`src/rtl/compl32_serial.sv`:
```
`default_nettype none
//==============================================================================
// Module      : compl32_serial
// Description : Multi-cycle complement unit for the 32-bit ALU datapath.
//               Computes the one's complement (~a) or the two's complement
//               negation (-a) of the operand LSB-first, STEP bits per cycle,
//               behind valid/ready handshakes on request and result.
//
// Parameters  : WIDTH  operand/result width in bits (default 32)
//               STEP   bits processed per cycle; must divide WIDTH
//
// Ports       : clk        in   rising-edge clock
//               rst        in   synchronous active-high reset
//               in_valid   in   request present on a/mode
//               in_ready   out  unit can accept a request (IDLE only)
//               a          in   operand
//               mode       in   0 = one's complement, 1 = two's complement
//               out_valid  out  result and flags valid (DONE only)
//               out_ready  in   consumer accepts the result
//               out        out  result
//               zero       out  result == 0
//               ovf        out  negation of the most-negative operand
//               busy       out  unit is not IDLE
//
// Revision    : 1.0  initial release
//==============================================================================
module compl32_serial #(
    parameter int WIDTH = 32,
    parameter int STEP  = 1
) (
    input  logic             clk,
    input  logic             rst,
    input  logic             in_valid,
    output logic             in_ready,
    input  logic [WIDTH-1:0] a,
    input  logic             mode,
    output logic             out_valid,
    input  logic             out_ready,
    output logic [WIDTH-1:0] out,
    output logic             zero,
    output logic             ovf,
    output logic             busy
);

    // Number of RUN cycles per operation and the counter that tracks them.
    localparam int c_BEATS = WIDTH / STEP;
    localparam int c_CW    = (c_BEATS > 1) ? $clog2(c_BEATS) : 1;

    localparam logic [c_CW-1:0]  c_LAST = c_CW'(c_BEATS - 1);
    localparam logic [WIDTH-1:0] c_MIN  = WIDTH'(1) << (WIDTH - 1);

    typedef enum logic [1:0] {
        S_IDLE = 2'd0,
        S_RUN  = 2'd1,
        S_DONE = 2'd2
    } state_t;

    state_t           r_state;
    state_t           w_state_next;

    logic [WIDTH-1:0] r_shift;     // operand, consumed from the LSB end
    logic [WIDTH-1:0] r_res;       // partial result, filled from the MSB end
    logic             r_carry;     // +1 carry chain; seeded with mode
    logic [c_CW-1:0]  r_cnt;
    logic [WIDTH-1:0] r_out;
    logic             r_zero;
    logic             r_ovf;

    logic [STEP:0]    w_sum;
    logic [WIDTH-1:0] w_res_next;
    logic             w_last;

    //--------------------------------------------------------------------------
    // Datapath slice: invert the low STEP operand bits and add the running
    // carry. For one's complement the carry is seeded with 0 and can never
    // become 1, so the slice degenerates to a plain NOT.
    //--------------------------------------------------------------------------
    always_comb begin
        w_sum      = {1'b0, ~r_shift[STEP-1:0]} + {{STEP{1'b0}}, r_carry};
        // New slice enters at the top; after c_BEATS shifts the first slice
        // computed (operand LSBs) lands in the result LSBs.
        w_res_next = (r_res >> STEP) | (WIDTH'(w_sum[STEP-1:0]) << (WIDTH - STEP));
        w_last     = (r_state == S_RUN) && (r_cnt == c_LAST);
    end

    //--------------------------------------------------------------------------
    // State register
    //--------------------------------------------------------------------------
    always_ff @(posedge clk) begin
        if (rst) begin
            r_state <= S_IDLE;
        end else begin
            r_state <= w_state_next;
        end
    end

    //--------------------------------------------------------------------------
    // Next-state and handshake outputs
    //--------------------------------------------------------------------------
    always_comb begin
        w_state_next = r_state;
        in_ready     = 1'b0;
        out_valid    = 1'b0;
        busy         = 1'b1;
        case (r_state)
            S_IDLE: begin
                in_ready = 1'b1;
                busy     = 1'b0;
                if (in_valid) begin
                    w_state_next = S_RUN;
                end
            end
            S_RUN: begin
                if (w_last) begin
                    w_state_next = S_DONE;
                end
            end
            S_DONE: begin
                out_valid = 1'b1;
                if (out_ready) begin
                    w_state_next = S_IDLE;
                end
            end
            default: begin
                w_state_next = S_IDLE;
            end
        endcase
    end

    //--------------------------------------------------------------------------
    // Datapath registers
    //--------------------------------------------------------------------------
    always_ff @(posedge clk) begin
        if (rst) begin
            r_shift <= '0;
            r_res   <= '0;
            r_carry <= 1'b0;
            r_cnt   <= '0;
            r_out   <= '0;
            r_zero  <= 1'b0;
            r_ovf   <= 1'b0;
        end else begin
            case (r_state)
                S_IDLE: begin
                    if (in_valid) begin
                        r_shift <= a;
                        r_res   <= '0;
                        r_carry <= mode;
                        r_cnt   <= '0;
                        // Negating the most-negative value wraps back to itself.
                        r_ovf   <= mode && (a == c_MIN);
                    end
                end
                S_RUN: begin
                    r_shift <= r_shift >> STEP;
                    r_res   <= w_res_next;
                    r_carry <= w_sum[STEP];
                    r_cnt   <= r_cnt + c_CW'(1);
                    // Visible result only changes once the whole word is done;
                    // the final carry-out is simply dropped.
                    if (r_cnt == c_LAST) begin
                        r_out  <= w_res_next;
                        r_zero <= (w_res_next == '0);
                    end
                end
                default: begin
                end
            endcase
        end
    end

    assign out  = r_out;
    assign zero = r_zero;
    assign ovf  = r_ovf;

endmodule
`default_nettype wire

```
`config.mk`:
```
export PLATFORM = sky130hd
export DESIGN_NAME = compl32_serial
export DESIGN_NICKNAME = d
export VERILOG_FILES = /design/src/rtl/compl32_serial.sv
export SDC_FILE = /design/constraint.sdc
export NUM_CORES = 1
export LEC_CHECK = 0
export CAP_MARGIN = 5
export CORE_MARGIN = 4
export CORE_UTILIZATION = 52
export CTS_CLUSTER_SIZE = 8
export DETAILED_ROUTE_END_ITERATION = 12
export GPL_ROUTABILITY_DRIVEN = 1
export PLACE_DENSITY = 0.79
export SYNTH_ARGS = -nofsm -noshare
export SYNTH_HDL_FRONTEND = slang
export SYNTH_SLANG_ARGS = --single-unit
```
`constraint.sdc`:
```
create_clock -name clk -period 1.9 [get_ports clk]
set_input_delay 0.38 -clock clk [delete_from_list [all_inputs] [get_ports clk]]
set_output_delay 0.38 -clock clk [all_outputs]
set_load 0.1 [all_outputs]
```
; Word level (Yosys, flattened, before mapping)
; Cells that the tools add are included.
[word_totals]
ff_bits = 106
elab_cells = 43
input_bits = 37
mem_count = 0
latch_bits = 0
romBits = 0
output_inout_bits = 37
mem_bits_rw = 0
[op_classes]
muxes = 15
bitwise_logic = 2
n_eq_ne = 7
addsub = 2
mul = 0
order_cmp = 0
shifts = 0
n_reduce_logical = 9
n_div = 0
[ops]
columns = op, count
row1 = case mux 32 bit (2 select lines), 2
row2 = two-way mux 32 bit, 2
row3 = equality test 32 bit (second input constant), 1
row4 = logical NOT 32 bit, 1
row5 = bitwise OR 31 x 32 -> 32 bit, 1
row6 = case mux 5 bit (2 select lines), 1
row7 = two-way mux 2 bit, 3
row8 = inequality test 2 bit (second input constant), 3
row9 = case mux 2 bit (3 select lines), 1
row10 = AND reduction 2 bit, 3
row11 = adder 5 x 1 -> 5 bit (second input constant), 1
row12 = equality test 5 bit (second input constant), 1
row13 = two-way mux 5 bit, 1
row14 = two-way mux 1 bit, 4
row15 = AND reduction 3 bit, 1
row16 = adder 1 x 1 -> 2 bit, 1
row17 = equality test 2 x 1 -> 1 bit (second input constant), 1
row18 = equality test 2 bit (second input constant), 1
row19 = logical AND 1 bit, 2
row20 = logical NOT 2 bit, 1
row21 = case mux 1 bit (2 select lines), 1
row22 = nonzero test 2 bit, 1
row23 = inverter 1 bit, 1

; Depth between registers and ports, before layout
; Gate-level depths: netlist of the first run.
[logic_depth]
depth_word = 4
depth_mapped = 8
ltp_nobuf = 6

; Worst setup path before layout of the first run
; OpenSTA, ideal clock, no wires.
[synth_timing]
path_kind = flip-flop to output port
from = reg r_state[1]
to = out out_valid
path_slack_ps = -244
required_ps = 1520
stages_incl_launch_ff = 2
path_buffers = 0
t_arrival_ps = 1764
cell_sequence = dfxtp_1 nor2b_1
[synth_via]
elab_chain_cells = 2
[synth_lines]
columns = item, line_no
row1 = "start, declared", 58  ; state_t r_state;
row2 = "start signal, assigned", 93  ; r_state <= w_state_next;
row3 = equality test 2 bit, 105  ; case (r_state)
row4 = two-way mux 1 bit, 105
row5 = "end, declared", 37  ; output logic out_valid,
; No other way between the ends.

; Worst setup path in the final report of the first run
[layout_timing]
from = reg r_state[0]
to = out in_ready
[layout_via]
elab_chain_cells = 2
[layout_lines]
columns = item, line_no
row1 = logical NOT 2 bit, 105
row2 = two-way mux 1 bit, 105
row3 = "end, declared", 34  ; output logic in_ready,
; No other way between the ends.

==> metrics.txt, run 1 <==
R2R Setup Slk=0.16 ns; hold slack=0.452 ns; total iterations of the first detailed-routing run=5; skew final=0.0134 ns; mean routed wirelength per cell=13.7 um; CTS tree=built; initial drt markers=228; Hold Buf Count CTS=0; met1 usage=28.1%; outcome=completed; number of core rows=32; vias in the first global route=3562; number of antenna diodes=0; initial antenna violation count=0; number of port buffers=73; Worst slew margin=53.7%; total number of vias=3812; Crit Path Max Fanout=7; Cell variety after synth=31; clk_lat worst skew=0.37 ns; FFs w/ async S/R, synth=0%; CP Class=flip-flop to primary output; M3 GR Usage=5.05%; Fin. Hold Viols=0; min-delay worst type=input port to flip-flop; Critical-path top delay cell=or2_2; register area share after synthesis=51.4%; Core ar.=7690 um^2; CTS root buf=clkbuf_8; Die W=96.7 um; busiest grt layer=met2; VDD IR max=0.361 mV; Worst-Margin Slew=0.694 ns; CP required=1.52 ns; DRC Markers=0; remaining global-route overflow=0; DIE HEIGHT=96.7 um; layout cell share with drive strength beyond 1=14.0%; crit end category=primary output; Avg Cell Area, Syn=7.71 um^2; Nets=633; met2 Track Usage GR=32.9%; post-synth top area share=51.4%; H-tree depth=3; cts repair resizes=0; Synth Warn #=0; die area=9350 um^2; I/O pin cnt=74; CTS clk-pin slew, worst paths=0.11 ns; Main synth FF type=dfxtp_1; max_cap viols=0; endpoints failing setup=0; Syn Inst Count=530; startpoint types=flip-flop; CTS sink cnt=105; CTS buffer count=9; number of synthesized flops with an enable pin=0; largest net degree at the start of global routing=71; antenna viol nets, final=0; Tmin final=1.79 ns; P&R area growth vs syn=27.0%; top post-synthesis cells by area=dfxtp_1 51%, nand2_1 9.4%, nor2_1 9.2%, a21oi_1 8.6%, nor4_1 6.4%; Routed WL=9600 um; Final period util=94.1%; Initial Utilization=53.2%; leak pwr=1.96 nW; crit path DAT=1.41 ns; max-slew violations=0; gr usage total=20.7%; PD cells=804 nW/um^2; setup bufs post-CTS=0; DP HPWL=6720 um; Power, Total=4.17 mW; fmax=560 MHz; worst-path cell chain=or2_2 -> clkinvlp_4 -> buf_12; FF+latch count, synth=105; Mapped Area=4090 um^2; RD Place Congestion=0.813; deepest clock path buffer count=2; first-pass GRT wire length=16600 um; RSZ-0062 raised after global routing=no; via-per-instance ratio=5.45; Yosys top cell by area=dfxtp_1; Worst path max stage delay=0.39 ns; Fillers=646; Syn Nets=570
[path summary, 6_finish.rpt]
check	from	to	cells after the start
setup / recovery	r_state[0]	in_ready	3
hold / removal	rst	out[20]	3
setup reg to reg	r_cnt[0]	out[27]	7
hold reg to reg	out[22]	out[22]	2
[power breakdown]
group          total [mW]  internal, mW  switching [mW]
combinational       0.494         0.210           0.284
clock                1.36         0.545           0.814
sequential           2.32          2.28          0.0428
[metal layers]
layer / routed length (um) / vias to the layer above
met5: 0 / -
met4: 146 / 0
met3: 461 / 11
met2: 4700 / 103
met1: 4280 / 1778
li1: - / 1920
[through the flow]
step                std cells  util, %  TNS, ns  setup WS [ns]  area (um^2)
finish                    700     67.5        0          0.113         5190
global route              700     67.5        0        0.00260         5190
CTS                       700     67.5        0         0.0895         5190
detailed placement        684     65.0    -2.68         -0.186         5000
global placement          684     65.0    -1.22         -0.125         5000
floorplan                 530        -        0         0.0269         4100
[state kept, by name, summed over array words and instances, names as in the netlist]
signal	flops
r_shift	32
r_carry	1
r_cnt	5
zero	1
r_res	31
out	32
r_state	2
ovf	1
[cell families after synthesis]
logic type,after synthesis,synth area share [%]
fa+ha+maj,3,0.918
mux,1,0.275
buf+inv,44,4.74
simple gates,301,32.8
flops,105,51.4
compound gates,76,9.82
[cells in the final DEF, fill, tap and decap left out, types with 4 or more instances in the layout]
cell type        count
buf_4               46
buf_12              13
clkdlybuf4s50_1     35
nand3_1             36
nor4_1              42
nor2_1             100
clkbuf_8            10
nand2_1            102
or4_1                4
a21oi_1             70
dfxtp_1            105
[synthesized netlist by cell type (2+ instances only)]
cell type  count
dfxtp_1      105
nand2_1      102
nor2_1       100
a21oi_1       70
nor4_1        42
nand3_1       36
clkbuf_1      25
buf_2         14
or4_1          4
ha_1           3
nand4_1        3
inv_1          2
nand2b_1       2
nand3b_1       2
nor2b_1        2
nor3_1         2
nor3b_1        2
[area by class of cell]
cell class / instances / area (um^2) / share of cell area (%)
clock buffers: 10 / 138 / 2.65
flip-flops and latches: 105 / 2100 / 40.5
inverters: 2 / 11.3 / 0.217
repair buffers: 94 / 956 / 18.4
well taps: 102 / 128 / 2.46
multi-input cells: 381 / 1800 / 34.7
clock inverters: 6 / 57.6 / 1.11
[worst max-delay path: cells and delay by family, from the launching register on]
kind                   cells  cell delay, ns
AND/OR/NAND/NOR            1            0.39
flip-flops                 1            0.38
buffers and inverters      2            0.27
Power figures use the tool's default switching activity.
==> run 2: changes to the inputs <==
==> constraint.sdc (replaced) <==
create_clock -name clk -period 1.9 [get_ports clk]
set_input_delay 0.38 -clock clk [delete_from_list [all_inputs] [get_ports clk]]
set_output_delay 0.38 -clock clk [all_outputs]
set_load 0.02 [all_outputs]
==> run 2 against run 1 <==
Effect of this change:
- cell count decreased by 0.14%
- highest routed layer unchanged
- non-clock buffer count decreased by 1
- combinational power decreased by 12%
==> metrics.txt, run 2 (same netlist as run 1, synthesis figures left out) <==
Routed WL=9320 um (was 9600 um); total number of vias=3769 (was 3812); Hold Buf Count CTS=0 (unchanged); Crit Path Max Fanout=7 (unchanged); Power, Total=4.03 mW (was 4.17 mW); first-pass GRT wire length=15700 um (was 16600 um); Worst slew margin=47.1% (was 53.7%); Critical Path Start=r_state[0] (unchanged); post-route cell area=5100 um^2 (was 5190 um^2); CP Class=flip-flop to primary output (unchanged); remaining global-route overflow=0 (unchanged); layout cell share with drive strength beyond 1=7.37% (was 14.0%); CTS buffer count=9 (unchanged); Fin Setup TNS=0 ns (unchanged); most frequent cells in the layout=105 x dfxtp_1, 102 x nand2_1, 100 x nor2_1, 70 x a21oi_1, 69 x clkdlybuf4s50_1 (was 105 x dfxtp_1, 102 x nand2_1, 100 x nor2_1, 70 x a21oi_1, 46 x buf_4); vias in the first global route=3428 (was 3562); Final period util=95.9% (was 94.1%); min-delay worst type=input port to flip-flop (unchanged); skew final=0.0131 ns (was 0.0134 ns); CTS clk-pin slew, worst paths=0.10 ns (was 0.11 ns); Tmin final=1.82 ns (was 1.79 ns); leak pwr=1.83 nW (was 1.96 nW); gr usage total=19.8% (was 20.7%); crit end category=primary output (unchanged); VDD IR max=0.485 mV (was 0.361 mV); I/O pin cnt=74 (unchanged); max-slew violations=0 (unchanged); largest net degree at the start of global routing=81 (was 71); CTS sink cnt=105 (unchanged); CTS tree=built (unchanged); H-tree depth=3 (unchanged); initial drt markers=268 (was 228); crit path DAT=1.44 ns (was 1.41 ns); Die W=96.7 um (unchanged); RSZ-0062 raised after global routing=no (unchanged); Worst-Margin Slew=0.794 ns (was 0.694 ns); Fillers=660 (was 646); number of port buffers=73 (unchanged); DRC Markers=0 (unchanged); startpoint types=flip-flop (unchanged); antenna viol nets, final=0 (unchanged); mean routed wirelength per cell=13.3 um (was 13.7 um); Core ar.=7690 um^2 (unchanged); Nets=632 (was 633); r2r worst-path depth=4 (was 7); max_cap viols=0 (unchanged); die area=9350 um^2 (unchanged); Initial Utilization=53.2% (unchanged); R2R Setup Slk=0.22 ns (was 0.16 ns); total iterations of the first detailed-routing run=5 (unchanged); initial antenna violation count=0 (unchanged); hold depth=3 (unchanged); number of antenna diodes=0 (unchanged); setup bufs post-CTS=0 (unchanged); DIE HEIGHT=96.7 um (unchanged); Non-Filler Instances=699 (was 700); PD cells=789 nW/um^2 (was 804 nW/um^2); reg2reg start=r_res[30] (was r_cnt[0]); CTS root buf=clkbuf_8 (unchanged); RD Place Congestion=0.777 (was 0.813); DP HPWL=6440 um (was 6720 um); endpoints failing setup=0 (unchanged); clk_lat worst skew=0.37 ns (about the same); deepest clock path buffer count=2 (unchanged); PnR worst setup slack=0.0772 ns (was 0.113 ns); CP endpoint=in_ready (unchanged); P&R area growth vs syn=24.8% (was 27.0%); Fin. Hold Viols=0 (unchanged); commonest non-fill, non-tap cell in the layout=dfxtp_1 (unchanged); fmax=549 MHz (was 560 MHz); pre-CTS setup slack=-0.229 ns (was -0.186 ns); Placement Cell Area=4930 um^2 (was 5000 um^2); placed instance count=683 (was 684); CP required=1.52 ns (about the same); outcome=completed (unchanged); number of core rows=32 (unchanged); FF-to-FF End=zero (was out[27]); via-per-instance ratio=5.39 (was 5.45)
==> run 2: changes by cell type in the layout (fill, tap and decap cells not counted) <==
cell / before / now
clkdlybuf4s50_1: 35 / 69
buf_4: 46 / 20
buf_12: 13 / 1
dlygate4sd2_1: 0 / 3
inv_8: 3 / 0
clkinv_2: 0 / 1
clkinv_4: 0 / 1
clkinvlp_4: 3 / 4
inv_1: 1 / 2
inv_6: 1 / 0
nor2b_1: 0 / 1
nor2b_2: 2 / 1
==> run 2: how the worst min path moves through the flow <==
stage | from | to
after floorplan | r_shift[29] | r_shift[29]
after global placement | out[21] | out[21]
after detailed placement | out[10] | out[10]
after CTS | rst | r_res[18]
after global routing | rst | r_res[18]
final | rst | r_res[18]
==> run 2: layout make-up <==
class                      count  area [um^2]  share of cell area, %
sequential                   105         2100                   41.2
multi-input combinational    381         1800                   35.2
timing repair buffer          93          887                   17.4
clock buffer                  10          138                   2.70
tap                          102          128                   2.50
clock inverter                 6         43.8                  0.858
inverter                       2         7.51                  0.147
==> run 2: stage by stage <==
stage | hold WS [ns] | utilization, %
global placement | 0.444 | 64.1
detailed placement | 0.446 | 64.1
CTS | 0.381 | 66.4
floorplan | 0.437 | -
finish | 0.392 | 66.4
global route | 0.393 | 66.4
==> run 2: repair_timing <==
item	CTS	global route
endpoints found under the setup margin	3	0
endpoints found under the hold margin	0	0
gates resized for setup	3	0
==> run 2: power breakdown <==
group / leakage (nW) / switching, mW / internal, mW
logic: 0.897 / 0.249 / 0.188
registers: 0.855 / 0.0446 / 2.28
clock network: 0.0805 / 0.756 / 0.511
total: 1.83 / 1.05 / 2.98
==> run 2: per-layer routing <==
| metal | GRT usage [%] | wire length, um | vias to the layer above |
|---|---|---|---|
| met1 | 26.1 | 4290 | 1756 |
| met3 | 4.47 | 429 | 8 |
| met5 | 0 | 0 | - |
| li1 | - | - | 1923 |
| met2 | 32.7 | 4470 | 82 |
| met4 | 5.94 | 137 | 0 |
==> run 2: worst max-delay path, stage by stage, from the launching register on <==
cell	delay, ns
dfxtp_1	0.39
or2_2	0.32
inv_1	0.05
dlygate4sd2_1	0.32
